===== config.mk =====
export PLATFORM = sky130hd
export DESIGN_NAME = reorder_buffer_flat
export DESIGN_NICKNAME = d
export VERILOG_FILES = /design/src/rtl/rob_pkg.sv /design/src/rtl/reorder_buffer_if.sv /design/src/rtl/reorder_buffer.sv /design/src/flat_wrapper.sv
export SDC_FILE = /design/constraint.sdc
export NUM_CORES = 1
export LEC_CHECK = 0
export BUFFER_PORTS_ARGS = -buffer_cell sky130_fd_sc_hd__buf_2
export CORE_MARGIN = 5
export CORE_UTILIZATION = 35
export CTS_BUF_LIST = sky130_fd_sc_hd__clkbuf_8 sky130_fd_sc_hd__clkbuf_16
export DETAILED_ROUTE_END_ITERATION = 16
export PLACE_DENSITY = 0.59
export SETUP_SLACK_MARGIN = 0.05
export SLEW_MARGIN = 0
export SYNTH_ARGS = -nofsm -noshare
export SYNTH_HDL_FRONTEND = slang
export SYNTH_SLANG_ARGS = --single-unit

===== constraint.sdc =====
create_clock -name clk -period 15.7 [get_ports clk]
set_input_delay 0 -clock clk [delete_from_list [all_inputs] [get_ports clk]]
set_output_delay 0 -clock clk [all_outputs]
set_load 0.05 [all_outputs]

===== src/rtl/rob_pkg.sv =====
// Shared types and sizing for the reorder buffer.
// Optional flush support is enabled with ROB_FLUSH_EN.
package rob_pkg;

  localparam int ROB_DEPTH = 16;
  localparam int NUM_PHYSICAL_REGISTERS = 64;
  localparam int PREG_W = 6;
  localparam int TAG_W = $clog2(ROB_DEPTH);

  typedef logic [PREG_W-1:0] preg_t;
  typedef logic [TAG_W-1:0] rob_tag_t;
  typedef logic [TAG_W:0] rob_ptr_t;
  typedef logic [4:0] areg_t;
  typedef logic [NUM_PHYSICAL_REGISTERS-1:0] rel_mask_t;

  localparam areg_t ARCH_REG_ZERO = 5'd0;

  typedef struct packed {
    logic  valid;
    logic  done;
    areg_t rd;
    preg_t p_rd;
    preg_t p_old_rd;
  } rob_entry_t;

  // x0 never owns a physical register, and p0 is never recycled
  function automatic rel_mask_t free_bit(
    input areg_t rd,
    input preg_t p
  );
    free_bit = '0;
    if (rd != ARCH_REG_ZERO)
      free_bit[p] = 1'b1;
    free_bit[0] = 1'b0;
  endfunction

endpackage


===== src/rtl/reorder_buffer_if.sv =====
// Rename/writeback/commit bundle of the reorder buffer.
// master = rename side driver, slave = the buffer itself.
interface reorder_buffer_if;
  import rob_pkg::*;

  logic [1:0] alloc_valid;
  areg_t      instr1_rd;
  areg_t      instr2_rd;
  preg_t      instr1_p_rd;
  preg_t      instr2_p_rd;
  preg_t      instr1_p_old_rd;
  preg_t      instr2_p_old_rd;
  logic       alloc_ready;
  rob_tag_t   instr1_tag;
  rob_tag_t   instr2_tag;

  logic [1:0] wb_valid;
  rob_tag_t   wb_tag0;
  rob_tag_t   wb_tag1;

  logic [1:0] commit_valid;
  areg_t      commit_rd0;
  areg_t      commit_rd1;
  preg_t      commit_p_rd0;
  preg_t      commit_p_rd1;
  rel_mask_t  release_mask;
  logic       empty;
  logic       full;

  modport master (
    output alloc_valid,
    output instr1_rd, instr2_rd,
    output instr1_p_rd, instr2_p_rd,
    output instr1_p_old_rd,
    output instr2_p_old_rd,
    input  alloc_ready,
    input  instr1_tag, instr2_tag,
    output wb_valid, wb_tag0, wb_tag1,
    input  commit_valid,
    input  commit_rd0, commit_rd1,
    input  commit_p_rd0, commit_p_rd1,
    input  release_mask,
    input  empty, full
  );

  modport slave (
    input  alloc_valid,
    input  instr1_rd, instr2_rd,
    input  instr1_p_rd, instr2_p_rd,
    input  instr1_p_old_rd,
    input  instr2_p_old_rd,
    output alloc_ready,
    output instr1_tag, instr2_tag,
    input  wb_valid, wb_tag0, wb_tag1,
    output commit_valid,
    output commit_rd0, commit_rd1,
    output commit_p_rd0, commit_p_rd1,
    output release_mask,
    output empty, full
  );

endinterface


===== src/rtl/reorder_buffer.sv =====
// Two-wide in-order retirement buffer with p_old_rd release mask.
// Define ROB_FLUSH_EN to add a synchronous flush input.
module reorder_buffer
  import rob_pkg::*;
(
  input logic clk,
  input logic reset,
`ifdef ROB_FLUSH_EN
  input logic flush,
`endif
  reorder_buffer_if.slave rob
);

  rob_entry_t ent [ROB_DEPTH];
  rob_ptr_t   head;
  rob_ptr_t   tail;
  rob_ptr_t   count;

  logic       ready;
  logic       clr;
  logic [1:0] take;
  rob_tag_t   t1;
  rob_tag_t   t2;
  rob_tag_t   h0;
  rob_tag_t   h1;
  logic       ret0;
  logic       ret1;
  rob_ptr_t   n_alloc;
  rob_ptr_t   n_ret;
  rel_mask_t  rel;

`ifdef ROB_FLUSH_EN
  assign clr = flush;
`else
  assign clr = 1'b0;
`endif

  // readiness ignores this cycle's retirement on purpose
  assign ready =
    (rob_ptr_t'(ROB_DEPTH) - count)
      > rob_ptr_t'(1);

  assign rob.alloc_ready = ready;
  assign rob.full =
    count == rob_ptr_t'(ROB_DEPTH);
  assign rob.empty = head == tail;

  assign t1 = tail[TAG_W-1:0];
  assign t2 = t1
    + rob_tag_t'(rob.alloc_valid[0]);
  assign rob.instr1_tag = t1;
  assign rob.instr2_tag = t2;

  assign take = ready
    ? rob.alloc_valid : 2'b00;

  assign h0 = head[TAG_W-1:0];
  assign h1 = h0 + rob_tag_t'(1);

  assign ret0 = ent[h0].valid
    & ent[h0].done;
  assign ret1 = ret0
    & ent[h1].valid
    & ent[h1].done;

  assign n_alloc = rob_ptr_t'(take[0])
    + rob_ptr_t'(take[1]);
  assign n_ret = rob_ptr_t'(ret0)
    + rob_ptr_t'(ret1);

  always_comb begin
    rel = '0;
    if (ret0)
      rel = rel | free_bit(
        ent[h0].rd, ent[h0].p_old_rd);
    if (ret1)
      rel = rel | free_bit(
        ent[h1].rd, ent[h1].p_old_rd);
  end

  always_ff @(posedge clk or posedge reset) begin
    if (reset) begin
      for (int i = 0; i < ROB_DEPTH; i++)
        ent[i] <= '0;
      head <= '0;
      tail <= '0;
      count <= '0;
      rob.commit_valid <= '0;
      rob.commit_rd0 <= '0;
      rob.commit_rd1 <= '0;
      rob.commit_p_rd0 <= '0;
      rob.commit_p_rd1 <= '0;
      rob.release_mask <= '0;
    end else if (clr) begin
      for (int i = 0; i < ROB_DEPTH; i++)
        ent[i] <= '0;
      head <= '0;
      tail <= '0;
      count <= '0;
      rob.commit_valid <= '0;
      rob.commit_rd0 <= '0;
      rob.commit_rd1 <= '0;
      rob.commit_p_rd0 <= '0;
      rob.commit_p_rd1 <= '0;
      rob.release_mask <= '0;
    end else begin
      // later writes win: retire clears override a late done
      if (rob.wb_valid[0]
          && ent[rob.wb_tag0].valid)
        ent[rob.wb_tag0].done <= 1'b1;
      if (rob.wb_valid[1]
          && ent[rob.wb_tag1].valid)
        ent[rob.wb_tag1].done <= 1'b1;
      if (ret0)
        ent[h0] <= '0;
      if (ret1)
        ent[h1] <= '0;
      if (take[0])
        ent[t1] <= '{
          valid:    1'b1,
          done:     1'b0,
          rd:       rob.instr1_rd,
          p_rd:     rob.instr1_p_rd,
          p_old_rd: rob.instr1_p_old_rd
        };
      if (take[1])
        ent[t2] <= '{
          valid:    1'b1,
          done:     1'b0,
          rd:       rob.instr2_rd,
          p_rd:     rob.instr2_p_rd,
          p_old_rd: rob.instr2_p_old_rd
        };
      head <= head + n_ret;
      tail <= tail + n_alloc;
      count <= count + n_alloc - n_ret;
      rob.commit_valid <= {ret1, ret0};
      rob.commit_rd0 <=
        ret0 ? ent[h0].rd : '0;
      rob.commit_p_rd0 <=
        ret0 ? ent[h0].p_rd : '0;
      rob.commit_rd1 <=
        ret1 ? ent[h1].rd : '0;
      rob.commit_p_rd1 <=
        ret1 ? ent[h1].p_rd : '0;
      rob.release_mask <= rel;
    end
  end

endmodule


===== src/flat_wrapper.sv =====
// flat-port wrapper written by rule: the top's interface ports become plain ports
module reorder_buffer_flat import rob_pkg::*;
  (clk, reset, rob_alloc_valid, rob_instr1_rd, rob_instr2_rd, rob_instr1_p_rd, rob_instr2_p_rd, rob_instr1_p_old_rd, rob_instr2_p_old_rd, rob_alloc_ready, rob_instr1_tag, rob_instr2_tag, rob_wb_valid, rob_wb_tag0, rob_wb_tag1, rob_commit_valid, rob_commit_rd0, rob_commit_rd1, rob_commit_p_rd0, rob_commit_p_rd1, rob_release_mask, rob_empty, rob_full);
  reorder_buffer_if rob_i ();
  input logic clk;
  input logic reset;
  input wire logic [$bits(rob_i.alloc_valid)-1:0] rob_alloc_valid;
  input wire logic [$bits(rob_i.instr1_rd)-1:0] rob_instr1_rd;
  input wire logic [$bits(rob_i.instr2_rd)-1:0] rob_instr2_rd;
  input wire logic [$bits(rob_i.instr1_p_rd)-1:0] rob_instr1_p_rd;
  input wire logic [$bits(rob_i.instr2_p_rd)-1:0] rob_instr2_p_rd;
  input wire logic [$bits(rob_i.instr1_p_old_rd)-1:0] rob_instr1_p_old_rd;
  input wire logic [$bits(rob_i.instr2_p_old_rd)-1:0] rob_instr2_p_old_rd;
  output wire logic [$bits(rob_i.alloc_ready)-1:0] rob_alloc_ready;
  output wire logic [$bits(rob_i.instr1_tag)-1:0] rob_instr1_tag;
  output wire logic [$bits(rob_i.instr2_tag)-1:0] rob_instr2_tag;
  input wire logic [$bits(rob_i.wb_valid)-1:0] rob_wb_valid;
  input wire logic [$bits(rob_i.wb_tag0)-1:0] rob_wb_tag0;
  input wire logic [$bits(rob_i.wb_tag1)-1:0] rob_wb_tag1;
  output wire logic [$bits(rob_i.commit_valid)-1:0] rob_commit_valid;
  output wire logic [$bits(rob_i.commit_rd0)-1:0] rob_commit_rd0;
  output wire logic [$bits(rob_i.commit_rd1)-1:0] rob_commit_rd1;
  output wire logic [$bits(rob_i.commit_p_rd0)-1:0] rob_commit_p_rd0;
  output wire logic [$bits(rob_i.commit_p_rd1)-1:0] rob_commit_p_rd1;
  output wire logic [$bits(rob_i.release_mask)-1:0] rob_release_mask;
  output wire logic [$bits(rob_i.empty)-1:0] rob_empty;
  output wire logic [$bits(rob_i.full)-1:0] rob_full;
  assign rob_i.alloc_valid = rob_alloc_valid;
  assign rob_i.instr1_rd = rob_instr1_rd;
  assign rob_i.instr2_rd = rob_instr2_rd;
  assign rob_i.instr1_p_rd = rob_instr1_p_rd;
  assign rob_i.instr2_p_rd = rob_instr2_p_rd;
  assign rob_i.instr1_p_old_rd = rob_instr1_p_old_rd;
  assign rob_i.instr2_p_old_rd = rob_instr2_p_old_rd;
  assign rob_alloc_ready = rob_i.alloc_ready;
  assign rob_instr1_tag = rob_i.instr1_tag;
  assign rob_instr2_tag = rob_i.instr2_tag;
  assign rob_i.wb_valid = rob_wb_valid;
  assign rob_i.wb_tag0 = rob_wb_tag0;
  assign rob_i.wb_tag1 = rob_wb_tag1;
  assign rob_commit_valid = rob_i.commit_valid;
  assign rob_commit_rd0 = rob_i.commit_rd0;
  assign rob_commit_rd1 = rob_i.commit_rd1;
  assign rob_commit_p_rd0 = rob_i.commit_p_rd0;
  assign rob_commit_p_rd1 = rob_i.commit_p_rd1;
  assign rob_release_mask = rob_i.release_mask;
  assign rob_empty = rob_i.empty;
  assign rob_full = rob_i.full;
  reorder_buffer u_core (.clk(clk), .reset(reset), .rob(rob_i));
endmodule

==> results of run 1 <==
-- area by class of cell --
class	count	area, sq um	area share (%)
Tap cell	864	1080	3.99
Sequential cell	406	10200	37.5
Timing Repair Buffer	271	1850	6.83
Inverter	46	180	0.665
Multi-Input combinational cell	1427	12200	44.9
Clock inverter	25	324	1.20
Clock buffer	59	1330	4.91
-- flip-flops by register name (all words and copies together) (netlist names) --
signal and flops:
u_core.ent 304, u_core.rob.release_mask 63, u_core.rob.commit_p_rd0 6, u_core.rob.commit_p_rd1 6
u_core.count 5, u_core.head 5, u_core.rob.commit_rd0 5, u_core.rob.commit_rd1 5
u_core.tail 5, u_core.rob.commit_valid 2
-- repair_timing --
item / CTS / global route
resized for setup: 0 / 0
endpoints found under the hold margin: 397 / 0
hold buffers: 71 / 0
-- worst paths after layout --
kind                            slack [ns]  depth (start not counted)              end
worst max-delay path                  8.67                         20  u_core.count[4]
worst min register to register        0.49                          2  u_core.ent[171]
worst min-delay path                  0.03                          4  u_core.ent[245]
min in group asynchronous             0.09                          3   u_core.head[2]
worst max register to register        8.67                         20  u_core.count[4]
max in group asynchronous            13.21                          5   u_core.ent[70]
-- per-stage QoR --
| stage | std cells | hold slack [ns] |
|---|---|---|
| after detailed placement | 2943 | 0.230 |
| after CTS | 3098 | 0.00841 |
| after global routing | 3098 | 0.0697 |
| after floorplan | 2101 | 0.213 |
| final | 3098 | 0.0306 |
| after global placement | 2943 | 0.225 |
-- kinds of logic after synthesis --
| family | synth area share (%) |
|---|---|
| AND/OR/NAND/NOR | 12.8 |
| AO/OA/AOI/OAI | 19.1 |
| flip-flops | 43.5 |
| buffers and inverters | 5.51 |
| multiplexers | 16.6 |
| adder cells (fa/ha/maj) | 1.56 |
| XOR/XNOR | 0.931 |
| other | 0.0160 |
-- layer usage --
metal,track usage (%),vias up
met1,34.6,10300
met2,37.0,1418
met5,0,-
met4,12.1,2
met3,6.12,305
li1,-,8223
-- power by group through the flow --
stage                     clock [mW]  sequential [mW]  combinational, mW
after floorplan                    0             1.77               2.83
after CTS                       1.19             1.79               3.96
after detailed placement           0             1.81               3.90
after global placement             0             1.79               3.84
after global routing            1.24             1.85               4.25
final                           1.18             1.81               4.04
-- layout by cell type, fill, tap and decap left out, types with 26 or more instances in the layout --
cell type,n
a21o_1,37
mux2i_1,27
and2_1,84
o31ai_1,41
inv_1,49
a221oi_1,69
buf_2,145
a22oi_1,94
buf_4,55
a22o_1,53
o21ai_0,85
nor2_1,164
dlygate4sd3_1,71
nand2_1,179
mux4_2,160
clkbuf_16,46
nor3_1,26
a221o_1,70
nand3_1,47
dfrtp_1,404
-- worst max-delay path, stage by stage, from the launching register on --
cell and delay, ns:
dfrtp_4 0.40, buf_4 0.73, buf_4 0.80, inv_1 0.37
ha_4 0.71, mux4_2 0.60, nor3_1 0.32, or4_1 0.75
nand2_1 0.19, inv_1 0.16, ha_1 0.27, ha_1 0.29
inv_1 0.06, ha_1 0.17, inv_1 0.07, fa_1 0.47
inv_1 0.08, a21oi_1 0.06, nor2_1 0.10, nor2_1 0.06
xnor2_1 0.11
==> impl_metrics.tcl, run 1 <==
set metrics [dict create \
    status "completed" \
    cts_setup_buffers 0 \
    pwr-share-seq_pct 25.8 \
    clock_latency_ns 0.61 \
    drt-pass1-iter-count 6 \
    p_comb_share_pct 57.5 \
    antenna_found_initial 2 \
    worstPathArrival_ns 7.51 \
    htree_levels 2 \
    ir_worst_vdd_mv 0.188 \
    synth_top_area_share_pct 43.5 \
    num-nets-final 2274 \
    rsz0062_at_grt "false" \
    post-place-ws_ns 8.76 \
    setup_viol 0 \
    worstPathRequired_ns 16.18 \
    switching_share_pct 47.4 \
    wl_met1_mm 36.1 \
    die_h_microns 268 \
    maxCapViolations 0 \
    met3_length_mm 10.4 \
    routed.top_layer "met5" \
    cts_buffers 46 \
    netlist_top_cells_area "dfrtp_1 (43%), mux4_2 (15%), a22oi_1 (3.0%), a221o_1 (3.0%), nor2_1 (2.9%)" \
    cts.sinks 406 \
    cts.clk_slew.worst_paths_ns 0.07 \
    ios 147 \
    yosysSeqAreaShare_pct 43.5 \
    routedWlPerCell_microns 29.8 \
    synth_seq_cells 406 \
    synth_most_common_cell "dfrtp_1" \
    dpl_cell_area_sq_um 24700 \
    coreArea_sq_um 66000 \
    yosysWarnings 0 \
    grt_pass1_wl_mm 135 \
    drtAntennaViolNets 0 \
    grt_max_degree 114 \
    worstSetupEndpointType "register" \
    fp.dieW_microns 268 \
    p_clk_share_pct 16.8 \
    start_kind "register" \
    leakage_nw 11.8 \
    slew_violations 0 \
    finalHoldViolCount 0 \
    cts_max_path_buffers 3 \
    max_slew_margin_pct 3.51 \
    initial_core_util_pct 35.4 \
    min_path_type "primary input to register" \
    num_antenna_cells 0 \
    synth-main-ff-cell "dfrtp_1" \
    fin_area_sq_um 27100 \
    cp-startpoint "u_core.head[0]" \
    post-route-period-util_pct 44.8 \
    drc 0 \
    fin_util_pct 41.1 \
    power.total_mw 7.03 \
    grt_remaining_overflow 0 \
    ys_async_sr_fraction_pct 100 \
    synth_cell_type_count 75 \
    cp_max_fo 60 \
    fp-row-count 94 \
    synth_common_cells "dfrtp_1 (406), nor2_1 (181), nand2_1 (179)" \
    dp_hpwl_mm 55.7 \
    root_buffer "clkbuf_16" \
    gp_congestion 0.915 \
    period_needed_ns 7.03 \
    cts_tree "built" \
    synth_largest_area_cell "dfrtp_1" \
    tightest_slew_ns 1.44 \
    max_freq_ghz 0.142 \
    worst_slack_ns 8.67 \
    grt_use_total_pct 25.0 \
    min_from "rob_wb_tag0[0]" \
    via_per_inst 6.54 \
    internal_power_mw 3.70 \
    drtIter0Drc 2884 \
    synth_nets 2177 \
    path_class "register to register" \
    drive_above_1_share_pct 22.8 \
    setup-tns-final_ns 0 \
    grt_pass1_vias 20100 \
    syn_area_sq_um 23400 \
    synthCells 2101 \
    wirelength_mm 92.3 \
    fin_worst_skew_ns 0.0203 \
    fillers 6233 \
    synthToLayoutAreaGrowth_pct 15.9 \
    r2r-start "u_core.head[0]" \
    power_density_nw_per_um2 259 \
    io_buffer_count 145 \
    wl_met2_mm 40.3 \
    dieArea_sq_um 72100 \
    synth_edf_count 0 \
    netSwitchingPower_mw 3.33 \
    num_vias 20200 \
    synth_area_per_cell_sq_um 11.1 \
]
Power figures use the tool's default switching activity.
==> inputs of run 2 (changes only) <==
==> constraint.sdc (replaced) <==
create_clock -name clk -period 7.2 [get_ports clk]
set_input_delay 0 -clock clk [delete_from_list [all_inputs] [get_ports clk]]
set_output_delay 0 -clock clk [all_outputs]
set_load 0.05 [all_outputs]
==> impl_metrics.tcl, run 2 (synthesized netlist as in run 1, its figures left out) <==
set metrics [dict create \
    status "complete, but fails checks" \
    violations "capacitance limit, slew limit" \
    finalHoldViolCount 0 \
    worstSetupEndpointType "register" \
    min_from "rob_wb_tag0[0]" \
    largestRegisters "u_core.ent (304), u_core.rob.release_mask (63)" \
    drive_above_1_share_pct 23.0 \
    path_class "register to register" \
    critPathMaxStageDelay_ns 1.07 \
    max_slew_margin_pct -1.53 \
    cts.clk_slew.worst_paths_ns 0.07 \
    regMostFlops "u_core.ent" \
    grt_pass1_wl_mm 133 \
    slew_violations 10 \
    maxCapViolations 1 \
    use_met2_pct 35.7 \
    root_buffer "clkbuf_16" \
    rsz0062_at_grt "false" \
    ff2ff_setup_slack_ns 1.45 \
    cts_tree "built" \
    start_kind "register" \
    cts-resized-gates 0 \
    die_h_microns 268 \
    drtIter0Drc 2988 \
    fin_worst_skew_ns 0.0418 \
    ff2ff_path_depth 11 \
    fp-row-count 94 \
    largest_reg_flops 304 \
    grt_remaining_overflow 0 \
    routedWlPerCell_microns 29.5 \
    io_buffer_count 145 \
    wirelength_mm 91.0 \
    cp_max_fo 53 \
    antenna_found_initial 3 \
    post-route-period-util_pct 79.9 \
    cpMaxStageDelayCell "a21oi_2" \
    min_path_cells 4 \
    num_vias 20200 \
    via_per_inst 6.53 \
    setup_viol 0 \
    r2r-start "u_core.head[1]" \
    path_common_cell "buf_4" \
    initial_core_util_pct 35.4 \
    grt_pass1_vias 19900 \
    gr-max-usage-layer "met2" \
    drt-pass1-iter-count 9 \
    endpoint "u_core.ent[137]" \
    grt_use_met3_pct 6.41 \
    fp.dieW_microns 268 \
    grt_use_met1_pct 34.2 \
    htree_levels 2 \
    clock_latency_ns 0.60 \
    grt_max_degree 172 \
    dp_hpwl_mm 55.2 \
    gp_congestion 0.932 \
    cp-startpoint "u_core.head[1]" \
    rr_endpoint "u_core.ent[137]" \
    tightest_slew_ns 1.51 \
    crit_path_cell_trace "buf_4 -> or2_1 -> o211ai_1 -> o22ai_1 -> or3_1 -> inv_2 -> buf_4 -> a21oi_2 -> a221oi_1 -> nor2_1 -> dlygate4sd3_1" \
    cts_max_path_buffers 3 \
    ios 147 \
    grt_use_total_pct 24.5 \
    power_density_nw_per_um2 564 \
    num-nets-final 2264 \
    period_needed_ns 5.75 \
    leakage_nw 11.7 \
    worstPathRequired_ns 7.74 \
    final_common_cell "dfrtp_1" \
    max_freq_ghz 0.174 \
    final_cell_mix "dfrtp_1 (404), nand2_1 (179), nor2_1 (163), mux4_2 (160), buf_2 (145)" \
    drtAntennaViolNets 0 \
    cts.sinks 406 \
    setup-tns-final_ns 0 \
    ir_worst_vdd_mv 0.325 \
    coreArea_sq_um 66000 \
    cts_buffers 45 \
    synthToLayoutAreaGrowth_pct 15.0 \
    drc 0 \
    worstPathArrival_ns 6.29 \
    min_path_type "primary input to register" \
    hold_slack_ns 0.00716 \
    dieArea_sq_um 72100 \
]
[run 2: through the flow]
stage | cell area (sq um) | worst slack, ns | utilization, % | cells | power, mW
finish | 26900 | 1.45 | 40.7 | 3087 | 15.2
global route | 26900 | 1.27 | 40.7 | 3086 | 15.8
CTS | 26900 | 1.58 | 40.7 | 3086 | 15.0
detailed placement | 24800 | 1.63 | 37.5 | 2944 | 12.4
global placement | 24800 | 1.65 | 37.5 | 2944 | 12.3
floorplan | 23400 | 1.73 | - | 2101 | 10.0
[run 2: timing repair]
action,in CTS,in global routing
buffers inserted,0,0
endpoints found under the hold margin,444,0
hold buffers,61,0
[run 2: layer usage]
layer | vias up | part of all wire, %
li1 | 8215 | -
met1 | 10400 | 40
met2 | 1352 | 43
met3 | 249 | 11
met4 | 0 | 5.7
met5 | - | 0
[run 2: power by group]
group	total (mW)	switching, mW	leakage (nW)	internal (mW)
Sequential	4.00	0.838	5.23	3.16
Clock	2.40	1.03	0.743	1.37
Combinational	8.77	5.38	5.69	3.39
[run 2: final cells by class]
type	count	area (sq um)
Antenna cell	1	2.50
Sequential cell	406	10200
Tap cell	864	1080
Fill cell	6271	39100
Clock buffer	53	1240
Timing Repair Buffer	262	1780
Inverter	46	176
Multi-Input combinational cell	1427	12200
Clock inverter	28	264
[run 2: critical path: cells and delay by family (launching register included)]
kind | cells | cell delay, ns
simple gates | 3 | 1.18
buf+inv | 4 | 1.86
compound gates | 4 | 1.70
flops | 1 | 0.87
[run 2: worst min-delay path by stage]
stage / to / slack [ns]
after floorplan: u_core.ent[159] / 0.21
after global placement: u_core.rob.commit_rd0[4] / 0.32
after detailed placement: u_core.rob.commit_rd0[3] / 0.33
after CTS: u_core.ent[55] / 0.002
after global routing: u_core.ent[169] / 0.05
final: u_core.ent[74] / 0.007
